[src/rtl/fight_pkg.sv]
// Shared types and constants for round health bookkeeping.
package fight_pkg;

  localparam int HEALTH_W = 8;

  typedef enum logic [1:0] {
    IDLE  = 2'd0,
    FIGHT = 2'd1,
    KO    = 2'd2,
    DONE  = 2'd3
  } fight_state_t;

  localparam logic [1:0] WIN_NONE  = 2'b00;
  localparam logic [1:0] WIN_RYU   = 2'b01;
  localparam logic [1:0] WIN_AKUMA = 2'b10;
  localparam logic [1:0] WIN_DRAW  = 2'b11;

  function automatic logic [HEALTH_W-1:0] sat_sub(
    input logic [HEALTH_W-1:0] h,
    input logic [HEALTH_W-1:0] d
  );
    return (d >= h) ? '0 : h - d;
  endfunction

endpackage

[src/rtl/health_controller_if.sv]
// Hit/frame inputs and health/round status bundle.
interface health_controller_if;
  import fight_pkg::*;

  logic                frame_tick;
  logic                round_start;
  logic                ryu_hit;
  logic [HEALTH_W-1:0] ryu_dmg;
  logic                akuma_hit;
  logic [HEALTH_W-1:0] akuma_dmg;
  logic [HEALTH_W-1:0] RyuHealth;
  logic [HEALTH_W-1:0] AkumaHealth;
  logic                ryu_invuln;
  logic                akuma_invuln;
  logic                fighting;
  logic                round_over;
  logic [1:0]          winner;

  modport master (
    output frame_tick, round_start,
    output ryu_hit, ryu_dmg,
    output akuma_hit, akuma_dmg,
    input  RyuHealth, AkumaHealth,
    input  ryu_invuln, akuma_invuln,
    input  fighting, round_over, winner
  );

  modport slave (
    input  frame_tick, round_start,
    input  ryu_hit, ryu_dmg,
    input  akuma_hit, akuma_dmg,
    output RyuHealth, AkumaHealth,
    output ryu_invuln, akuma_invuln,
    output fighting, round_over, winner
  );

endinterface

[src/rtl/invuln_timer.sv]
// Per-fighter invulnerability window, counted in frame ticks.
module invuln_timer #(
  parameter int FRAMES = 30
) (
  input  logic Clk,
  input  logic Reset,
  input  logic clear,
  input  logic load,
  input  logic frame_tick,
  output logic active
);

  localparam logic [7:0] LOAD_VAL = 8'(FRAMES);

  logic [7:0] r_cnt;
  logic [7:0] w_cnt_nxt;
  logic       r_active;

  // A load wins over a same-cycle tick so the window is never short.
  always_comb begin
    w_cnt_nxt = r_cnt;
    if (clear)
      w_cnt_nxt = '0;
    else if (load)
      w_cnt_nxt = LOAD_VAL;
    else if (frame_tick && (r_cnt != '0))
      w_cnt_nxt = r_cnt - 8'd1;
  end

  always_ff @(posedge Clk or posedge Reset) begin
    if (Reset) begin
      r_cnt    <= '0;
      r_active <= 1'b0;
    end else begin
      r_cnt    <= w_cnt_nxt;
      r_active <= (w_cnt_nxt != '0);
    end
  end

  assign active = r_active;

endmodule

[src/rtl/health_controller.sv]
// Round FSM, saturating damage and KO/winner detection.
module health_controller
  import fight_pkg::*;
#(
  parameter logic [HEALTH_W-1:0] MAX_HEALTH     = 8'd100,
  parameter int                  INVULN_FRAMES  = 30,
  parameter int                  KO_HOLD_FRAMES = 120
) (
  input logic          Clk,
  input logic          Reset,
  health_controller_if.slave bus
);

  localparam logic [7:0] KO_LAST = 8'(KO_HOLD_FRAMES - 1);

  fight_state_t r_state, w_next;

  logic [HEALTH_W-1:0] r_ryu_hp, r_ak_hp;
  logic [7:0]          r_ko_cnt;
  logic [1:0]          r_winner;
  logic                r_fighting, r_round_over;

  logic w_fight, w_start;
  logic w_ryu_inv, w_ak_inv;
  logic w_ryu_acc, w_ak_acc;
  logic w_ko_hit, w_ko_done;

  assign w_fight = (r_state == FIGHT);
  assign w_start = bus.round_start &&
                   ((r_state == IDLE) || (r_state == DONE));

  assign w_ryu_acc = w_fight && !w_ryu_inv &&
                     bus.ryu_hit && (bus.ryu_dmg != '0);
  assign w_ak_acc  = w_fight && !w_ak_inv &&
                     bus.akuma_hit && (bus.akuma_dmg != '0);

  assign w_ko_hit  = w_fight &&
                     ((r_ryu_hp == '0) || (r_ak_hp == '0));
  assign w_ko_done = (r_state == KO) && bus.frame_tick &&
                     (r_ko_cnt == KO_LAST);

  always_comb begin
    w_next = r_state;
    unique case (r_state)
      IDLE:  if (bus.round_start) w_next = FIGHT;
      FIGHT: if (w_ko_hit)        w_next = KO;
      KO:    if (w_ko_done)       w_next = DONE;
      DONE:  if (bus.round_start) w_next = FIGHT;
      default: w_next = IDLE;
    endcase
  end

  always_ff @(posedge Clk or posedge Reset) begin
    if (Reset) begin
      r_state      <= IDLE;
      r_fighting   <= 1'b0;
      r_round_over <= 1'b0;
    end else begin
      r_state      <= w_next;
      r_fighting   <= (w_next == FIGHT);
      r_round_over <= (w_next == DONE);
    end
  end

  // Hold counter only runs in KO; any other state parks it at zero.
  always_ff @(posedge Clk or posedge Reset) begin
    if (Reset)
      r_ko_cnt <= '0;
    else if (r_state != KO)
      r_ko_cnt <= '0;
    else if (bus.frame_tick)
      r_ko_cnt <= r_ko_cnt + 8'd1;
  end

  always_ff @(posedge Clk or posedge Reset) begin
    if (Reset) begin
      r_ryu_hp <= MAX_HEALTH;
      r_ak_hp  <= MAX_HEALTH;
    end else if (w_start) begin
      r_ryu_hp <= MAX_HEALTH;
      r_ak_hp  <= MAX_HEALTH;
    end else begin
      if (w_ryu_acc) r_ryu_hp <= sat_sub(r_ryu_hp, bus.ryu_dmg);
      if (w_ak_acc)  r_ak_hp  <= sat_sub(r_ak_hp, bus.akuma_dmg);
    end
  end

  always_ff @(posedge Clk or posedge Reset) begin
    if (Reset)
      r_winner <= WIN_NONE;
    else if (w_start)
      r_winner <= WIN_NONE;
    else if (w_ko_hit)
      r_winner <= {r_ryu_hp == '0, r_ak_hp == '0};
  end

  invuln_timer #(.FRAMES(INVULN_FRAMES)) u_ryu_inv (
    .Clk        (Clk),
    .Reset      (Reset),
    .clear      (w_start),
    .load       (w_ryu_acc),
    .frame_tick (bus.frame_tick),
    .active     (w_ryu_inv)
  );

  invuln_timer #(.FRAMES(INVULN_FRAMES)) u_ak_inv (
    .Clk        (Clk),
    .Reset      (Reset),
    .clear      (w_start),
    .load       (w_ak_acc),
    .frame_tick (bus.frame_tick),
    .active     (w_ak_inv)
  );

  assign bus.RyuHealth    = r_ryu_hp;
  assign bus.AkumaHealth  = r_ak_hp;
  assign bus.ryu_invuln   = w_ryu_inv;
  assign bus.akuma_invuln = w_ak_inv;
  assign bus.fighting     = r_fighting;
  assign bus.round_over   = r_round_over;
  assign bus.winner       = r_winner;

endmodule

[src/flat_wrapper.sv]
// flat-port wrapper written by rule: the top's interface ports become plain ports
module health_controller_flat import fight_pkg::*;
#(
  parameter logic [HEALTH_W-1:0] MAX_HEALTH     = 8'd100,
  parameter int                  INVULN_FRAMES  = 30,
  parameter int                  KO_HOLD_FRAMES = 120
)
  (Clk, Reset, bus_frame_tick, bus_round_start, bus_ryu_hit, bus_ryu_dmg, bus_akuma_hit, bus_akuma_dmg, bus_RyuHealth, bus_AkumaHealth, bus_ryu_invuln, bus_akuma_invuln, bus_fighting, bus_round_over, bus_winner);
  health_controller_if bus_i ();
  input logic Clk;
  input logic Reset;
  input wire logic [$bits(bus_i.frame_tick)-1:0] bus_frame_tick;
  input wire logic [$bits(bus_i.round_start)-1:0] bus_round_start;
  input wire logic [$bits(bus_i.ryu_hit)-1:0] bus_ryu_hit;
  input wire logic [$bits(bus_i.ryu_dmg)-1:0] bus_ryu_dmg;
  input wire logic [$bits(bus_i.akuma_hit)-1:0] bus_akuma_hit;
  input wire logic [$bits(bus_i.akuma_dmg)-1:0] bus_akuma_dmg;
  output wire logic [$bits(bus_i.RyuHealth)-1:0] bus_RyuHealth;
  output wire logic [$bits(bus_i.AkumaHealth)-1:0] bus_AkumaHealth;
  output wire logic [$bits(bus_i.ryu_invuln)-1:0] bus_ryu_invuln;
  output wire logic [$bits(bus_i.akuma_invuln)-1:0] bus_akuma_invuln;
  output wire logic [$bits(bus_i.fighting)-1:0] bus_fighting;
  output wire logic [$bits(bus_i.round_over)-1:0] bus_round_over;
  output wire logic [$bits(bus_i.winner)-1:0] bus_winner;
  assign bus_i.frame_tick = bus_frame_tick;
  assign bus_i.round_start = bus_round_start;
  assign bus_i.ryu_hit = bus_ryu_hit;
  assign bus_i.ryu_dmg = bus_ryu_dmg;
  assign bus_i.akuma_hit = bus_akuma_hit;
  assign bus_i.akuma_dmg = bus_akuma_dmg;
  assign bus_RyuHealth = bus_i.RyuHealth;
  assign bus_AkumaHealth = bus_i.AkumaHealth;
  assign bus_ryu_invuln = bus_i.ryu_invuln;
  assign bus_akuma_invuln = bus_i.akuma_invuln;
  assign bus_fighting = bus_i.fighting;
  assign bus_round_over = bus_i.round_over;
  assign bus_winner = bus_i.winner;
  health_controller #(.MAX_HEALTH(MAX_HEALTH), .INVULN_FRAMES(INVULN_FRAMES), .KO_HOLD_FRAMES(KO_HOLD_FRAMES)) u_core (.Clk(Clk), .Reset(Reset), .bus(bus_i));
endmodule
[config.mk]
export PLATFORM = sky130hd
export DESIGN_NAME = health_controller_flat
export DESIGN_NICKNAME = d
export VERILOG_FILES = /design/src/rtl/fight_pkg.sv /design/src/rtl/health_controller_if.sv /design/src/rtl/invuln_timer.sv /design/src/rtl/health_controller.sv /design/src/flat_wrapper.sv
export SDC_FILE = /design/constraint.sdc
export NUM_CORES = 1
export LEC_CHECK = 0
export ABC_CLOCK_PERIOD_IN_PS = 3700
export BUFFER_PORTS_ARGS = -buffer_cell sky130_fd_sc_hd__buf_2
export CAP_MARGIN = 10
export CORE_MARGIN = 3
export CORE_UTILIZATION = 56
export DETAILED_ROUTE_END_ITERATION = 16
export PLACE_DENSITY = 0.81
export SYNTH_ARGS = -nofsm -noshare
export SYNTH_HDL_FRONTEND = slang
export SYNTH_HIERARCHICAL = 1
export SYNTH_SLANG_ARGS = --single-unit
[constraint.sdc]
create_clock -name Clk -period 3.7 [get_ports Clk]
set_clock_uncertainty 0.1 [all_clocks]
set_input_delay 0.555 -clock Clk [delete_from_list [all_inputs] [get_ports Clk]]
set_output_delay 0.555 -clock Clk [all_outputs]
set_load 0.1 [all_outputs]
==> Word level (Yosys, flattened, before mapping) <==
Index checks and enable logic that the tools add are counted.
{ "classes": {"n_eq_ne": 7, "reduce_logical": 30, "addsub": 5, "magnitude_cmp": 2, "n_mux": 20} }
{ "op_table": {"columns": ["cell", "count"], "rows": [
  ["$mux 8", 14],
  ["$reduce_bool 8->1", 6],
  ["$ge 8x8->1", 2],
  ["$logic_not 8->1", 2],
  ["$sub 8x1->8 const B", 2],
  ["$sub 8x8->8", 2],
  ["$logic_and 1x1->1", 12],
  ["$mux 2", 5],
  ["$add 8x1->8 const B", 1],
  ["$eq 8x7->1 const B", 1],
  ["$reduce_bool 2->1", 4],
  ["$eq 2x2->1 const B", 3],
  ["$pmux 2 s3", 1],
  ["$eq 2x1->1 const B", 2],
  ["$logic_not 1->1", 2],
  ["$logic_not 2->1", 1],
  ["$logic_or 1x1->1", 2],
  ["$ne 2x2->1 const B", 1],
  ["$reduce_or 2->1", 1]
]} }
{ "word_totals": {"input_bits": 22, "register_bits": 48, "wordCells": 75, "output_inout_bits": 22} }

==> Logic depth before layout (Yosys ltp) <==
{ "depth": {"word_depth": 7, "mapped_depth": 11, "mapped_depth_nobuf": 10} }

==> Cells and area by module <==
The synthesis kept the hierarchy.
{ "modules_own_cells": {"columns": ["mod", "instances", "seq_area_each_um2", "cells_each", "area_per_inst_um2"], "rows": [
  ["health_controller", 1, 758.2, 270, 2267.2],
  ["invuln_timer", 2, 225.2, 59, 554.3]
]} }

==> Worst setup path before layout <==
No wires, ideal clock.
{ "synth_timing": {"path_kind": "flip-flop to flip-flop", "startpoint": "reg u_core.r_state[0]", "endpoint": "reg u_core.u_ryu_inv.r_active, in the netlist u_core/u_ryu_inv/active", "arrival_ps": 2480, "path_slack_ps": 989, "path_stages_with_launch": 12, "required_time_ps": 3469, "synth_period_minus_slack_ps": 2711, "path_buffers": 2, "setup_ps": 131, "path_cell_list": "dfrtp_1 -> inv_1 -> ha_1 -> nand2_1 -> clkinv_1 -> clkbuf_1 -> buf_2 -> nor2_1 -> nand2_1 -> mux2i_1 -> or4_1 -> or3_1"} }
{ "synth_via": {"elab_cells_between_ends": 11, "classes_between": "2 x eq/ne; 2 x mux; 7 x reduce/logical"} }
{ "synth_rtl": {"columns": ["item", "line_no", "text"], "rows": [
  ["start: declaration", "health_controller.sv:16", "fight_state_t r_state, w_next;"],
  ["start signal: assignment", "health_controller.sv:59", "r_state <= w_next;"],
  ["$eq 2x2->1 or $logic_not 2->1 (tied branches)", "health_controller.sv:30", "((r_state == IDLE) || (r_state == DONE));"],
  ["$logic_or 1x1->1 (*)", "health_controller.sv:30", null],
  ["$logic_and 1x1->1 (*)", "health_controller.sv:29", "assign w_start = bus.round_start &&"],
  ["net u_core.w_start", "health_controller.sv:23", "logic w_fight, w_start;"],
  ["$mux 8 (*)", "invuln_timer.sv:22", "if (clear)"],
  ["net u_core.u_ryu_inv.w_cnt_nxt[0]", "invuln_timer.sv:16", "logic [7:0] w_cnt_nxt;"],
  ["$reduce_bool 8->1 (*)", "invuln_timer.sv:36", "r_active <= (w_cnt_nxt != '0);"],
  ["end signal: assignment", "invuln_timer.sv:36", null],
  ["end: declaration", "invuln_timer.sv:17", "logic r_active;"]
]} }
The timed path passes the listed nets; every way through them passes the cells marked *.
A chain may end at the register's enable or synchronous reset.

==> Worst setup path after layout <==
{ "layout_timing": {"startpoint": "reg u_core.r_state[1]", "endpoint": "reg u_core.u_ryu_inv.r_active, in the netlist u_core/u_ryu_inv/active"} }
{ "layout_via": {"elab_chain_len": 7, "elab_cells_between_ends": 11, "classes_between": "2 x eq/ne; 2 x mux; 7 x reduce/logical"} }
{ "layout_lines": {"columns": ["item", "line_no", "text"], "rows": [
  ["$eq 2x1->1", "health_controller.sv:28", "assign w_fight = (r_state == FIGHT);"],
  ["$logic_and 1x1->1 (2 in series)", "health_controller.sv:32", "assign w_ryu_acc = w_fight && !w_ryu_inv &&"],
  ["$logic_and 1x1->1", "health_controller.sv:33", "bus.ryu_hit && (bus.ryu_dmg != '0);"],
  ["net u_core.w_ryu_acc", "health_controller.sv:25", "logic w_ryu_acc, w_ak_acc;"],
  ["$mux 8", "invuln_timer.sv:24", "else if (load)"],
  ["$mux 8", "invuln_timer.sv:22", null],
  ["net u_core.u_ryu_inv.w_cnt_nxt[0]", "invuln_timer.sv:16", null],
  ["$reduce_bool 8->1", "invuln_timer.sv:36", null]
]} }
The timed path passes the listed nets, and every way through them passes these cells.

==> key figures <==
Routing
  • Drt via density: 6.12
  • Final antenna-violating net count: 0
  • Routed Wire Length: approximately 8300 um
  • Vias post-DR: around 3,100
  • Drt wl/cell: around 16 um
  • First DRT Iteration DRCs: between 300 and 400
  • Pre-antenna DRT Iters: 6
  • Number of remaining DRC errors: 0

Pwr
  • PnR Total Power: around 2.7 mW
  • Pwr dens: 718 nW/um2
  • Worst VDD drop: ~0.4 mV
  • Pleak: around 1.8 nW

STA
  • Max-slew violations: 0
  • Final Hold Viols: 0
  • Fin crit share: between 80% and 90%
  • Rel. slew slack: 58.8%
  • # setup viols final: 0
  • RSZ-0062 raised after global routing: no
  • Worst Tran Pin Value: 0.617 ns
  • Peak Freq: 330 MHz
  • Setup TNS: 0 ns
  • Final worst path period need: just over 3 ns

Synth
  • Post-synthesis simple-gate area fraction: about a quarter
  • Post-Syn Instances: between 300 and 400
  • Yosys Warn Count: 6
  • Syn Area/Cell: 8.70 um2
  • Seq/Total Area, Yosys: around 36%
  • Synth Register Bits: 48
  • Compound-Gate Fraction of Synth Area: between 10% and 20%
  • Area leader, netlist: dfrtp_1
  • Synthesized Nets: 436
  • Synth top area cells: dfrtp_1 (31%), ha_1 (8.9%), inv_1 (5.0%)
  • Synth Area in Adders: between 10% and 20%
  • Post-Syn Area: roughly 3400 um2
  • Post-synth top flop: dfrtp_1
  • Async SR Flop Fraction: 100%
  • Mux cell area share after synthesis: approximately 3.3%
  • Count of cell types in the netlist: between 50 and 60
  • Combinational family with the most area after synthesis: simple AND/OR/NAND/NOR gates
  • Number of synthesized flops with an enable pin: 0
  • Synth top area share: between 30% and 40%
  • Synth Area in XOR/XNOR: around 3.4%

Global route
  • All-Layer GR Usage: 23.8%
  • Initial antenna violation count: 0
  • Vias in the first global route: 2,988
  • Largest net degree at the start of global routing: 31
  • Global route overflow: 0
  • First-pass GRT wire length: approximately 14,000 um

Setup path
  • Critical path peak fanout: 15
  • Crit path launch type: register
  • CP top delay family: simple AND/OR/NAND/NOR gates
  • WS Path Type: register to register
  • Crit-path max cell delay: 0.47 ns
  • Critical Path RT: about 3.8 ns
  • Crit-path cells: inv_1 > ha_1 > nand2_1 > a211o_1 > inv_1 > nor2_1 > nand2_1 > mux2i_1 > or4_1 > or3_1
  • CP startpoint: u_core/r_state[1]
  • Reg-to-reg critical path startpoint: u_core/r_state[1]
  • CP max stage cell: or4_1
  • Critical path buffer and inverter count: 2
  • Crit. End Element: register
  • Crit path DAT: between 3 and 4 ns

Die
  • I/O Pins: between 40 and 50
  • Starting Density: 59.5%
  • Core area: 5680 um2
  • Num rows: 27
  • Die area: 7000 um2
  • Die height: approximately 84 um
  • DIE WIDTH: 83.6 um

Placement
  • IO buf count: 43
  • GP Congestion: roughly 0.89
  • Detailed-placement wirelength estimate: between 6000 and 7000 um

Clock network
  • Clock transition at path regs: approximately 0.1 ns
  • Cts hold-fix bufs: 0
  • CTS Root Cell: clkbuf_8
  • Post-cts resize count: 0
  • Postcts setup bufs: 0
  • Clk_lat worst skew: around 0.31 ns
  • TritonCTS Buffers: 5
  • CTS H-Tree Depth: 2
  • CTS sink cnt: between 40 and 50
  • Clock Path Buffers: 2
  • TritonCTS clock tree: yes

Min path
  • Hold crit path type: input pin to async pin

Final layout
  • Share of cells above drive strength 1: ~18%
  • Commonest non-fill, non-tap cell in the layout: inv_1
  • Area delta synth->final: 13.2%
  • Antenna cells: 0
  • Nets: between 400 and 500
  • Most frequent cells in the layout: inv_1 (45), buf_2 (43), dfrtp_1 (42)

Status
  • Outcome: finished clean

Flow run
  • Max-cap violations: 0
[power breakdown]
part	switching, mW	internal [mW]	leakage [nW]
sequential	0.142	0.666	0.620
combinational	0.979	0.511	1.11
clock	0.178	0.270	0.0654
[worst register-to-register path, stage by stage (launching register included)]
cell and delay [ns]:
dfrtp_1 0.42, inv_1 0.07, ha_1 0.29, nand2_1 0.12
a211o_1 0.46, inv_1 0.31, nor2_1 0.14, nand2_1 0.09
mux2i_1 0.09, or4_1 0.47, or3_1 0.36
[flip-flops by register name (all words and copies together) (netlist names), 2 cells and up]
name / count
u_core/bus.RyuHealth: 8
u_core/u_ryu_inv/r_cnt: 8
u_core/r_ko_cnt: 8
u_core/bus.winner: 2
u_core/r_state: 2
u_core/bus.AkumaHealth: 8
u_core/u_ak_inv/r_cnt: 8
[final cells by class]
class                           count  area [um2]
Inverter                           46         173
Clock inverter                      2        60.1
Sequential cell                    48        1210
Clock buffer                        6        72.6
Multi-Input combinational cell    287        1970
Fill cell                         450        1850
Timing Repair Buffer               47         253
Tap cell                           72        90.1
[kinds of logic (layout without fill, tap and decap cells)]
| logic type | count (synthesis) | in the layout |
|---|---|---|
| AO/OA/AOI/OAI | 88 | 88 |
| AND/OR/NAND/NOR | 149 | 149 |
| buffers and inverters | 53 | 101 |
| multiplexers | 11 | 11 |
| flip-flops | 48 | 48 |
| adder cells (fa/ha/maj) | 26 | 26 |
| XOR/XNOR | 13 | 13 |
[Yosys cell counts (7+ instances only)]
cell     count
inv_1       45
dfrtp_1     42
nand2_1     37
a21oi_1     30
ha_1        24
nor2_1      24
nand3_1     17
o21ai_0     16
mux2i_1     11
nor3_1      10
xnor2_1      9
nand4_1      7
[metal layers]
layer,share of wire (%),wire [um],track usage [%],vias to the layer above
met5,0,0,0,-
met4,0.75,62,5.70,0
met3,6.1,504,3.36,12
met2,50,4130,40.0,124
met1,43,3600,32.6,1499
li1,-,-,-,1473
[metrics by stage]
stage	setup WS, ns	instance area, um2	hold slack, ns	utilization (%)	instances
6_report	0.666	3820	0.120	67.4	508
5_1_grt	0.515	3820	0.146	67.4	508
4_1_cts	0.712	3810	0.136	67.1	507
3_5_place_dp	0.685	3670	0.417	64.7	499
3_3_place_gp	0.786	3670	0.411	64.7	499
2_1_floorplan	0.989	3380	0.283	-	388
[path summary, 6_finish.rpt]
| path | cells past startpoint | end | slack, ns |
|---|---|---|---|
| max | 10 | u_core/u_ryu_inv/active | 0.67 |
| min | 2 | u_core/u_ak_inv/r_cnt[1] | 0.12 |
| max reg2reg | 10 | u_core/u_ryu_inv/active | 0.67 |
| min reg2reg | 2 | u_core/bus.winner[1] | 0.42 |
| max in group asynchronous | 3 | u_core/bus.AkumaHealth[2] | 2.65 |
| min in group Clk | 2 | u_core/bus.winner[1] | 0.42 |
Note: power is estimated with default switching activity, not from simulation.
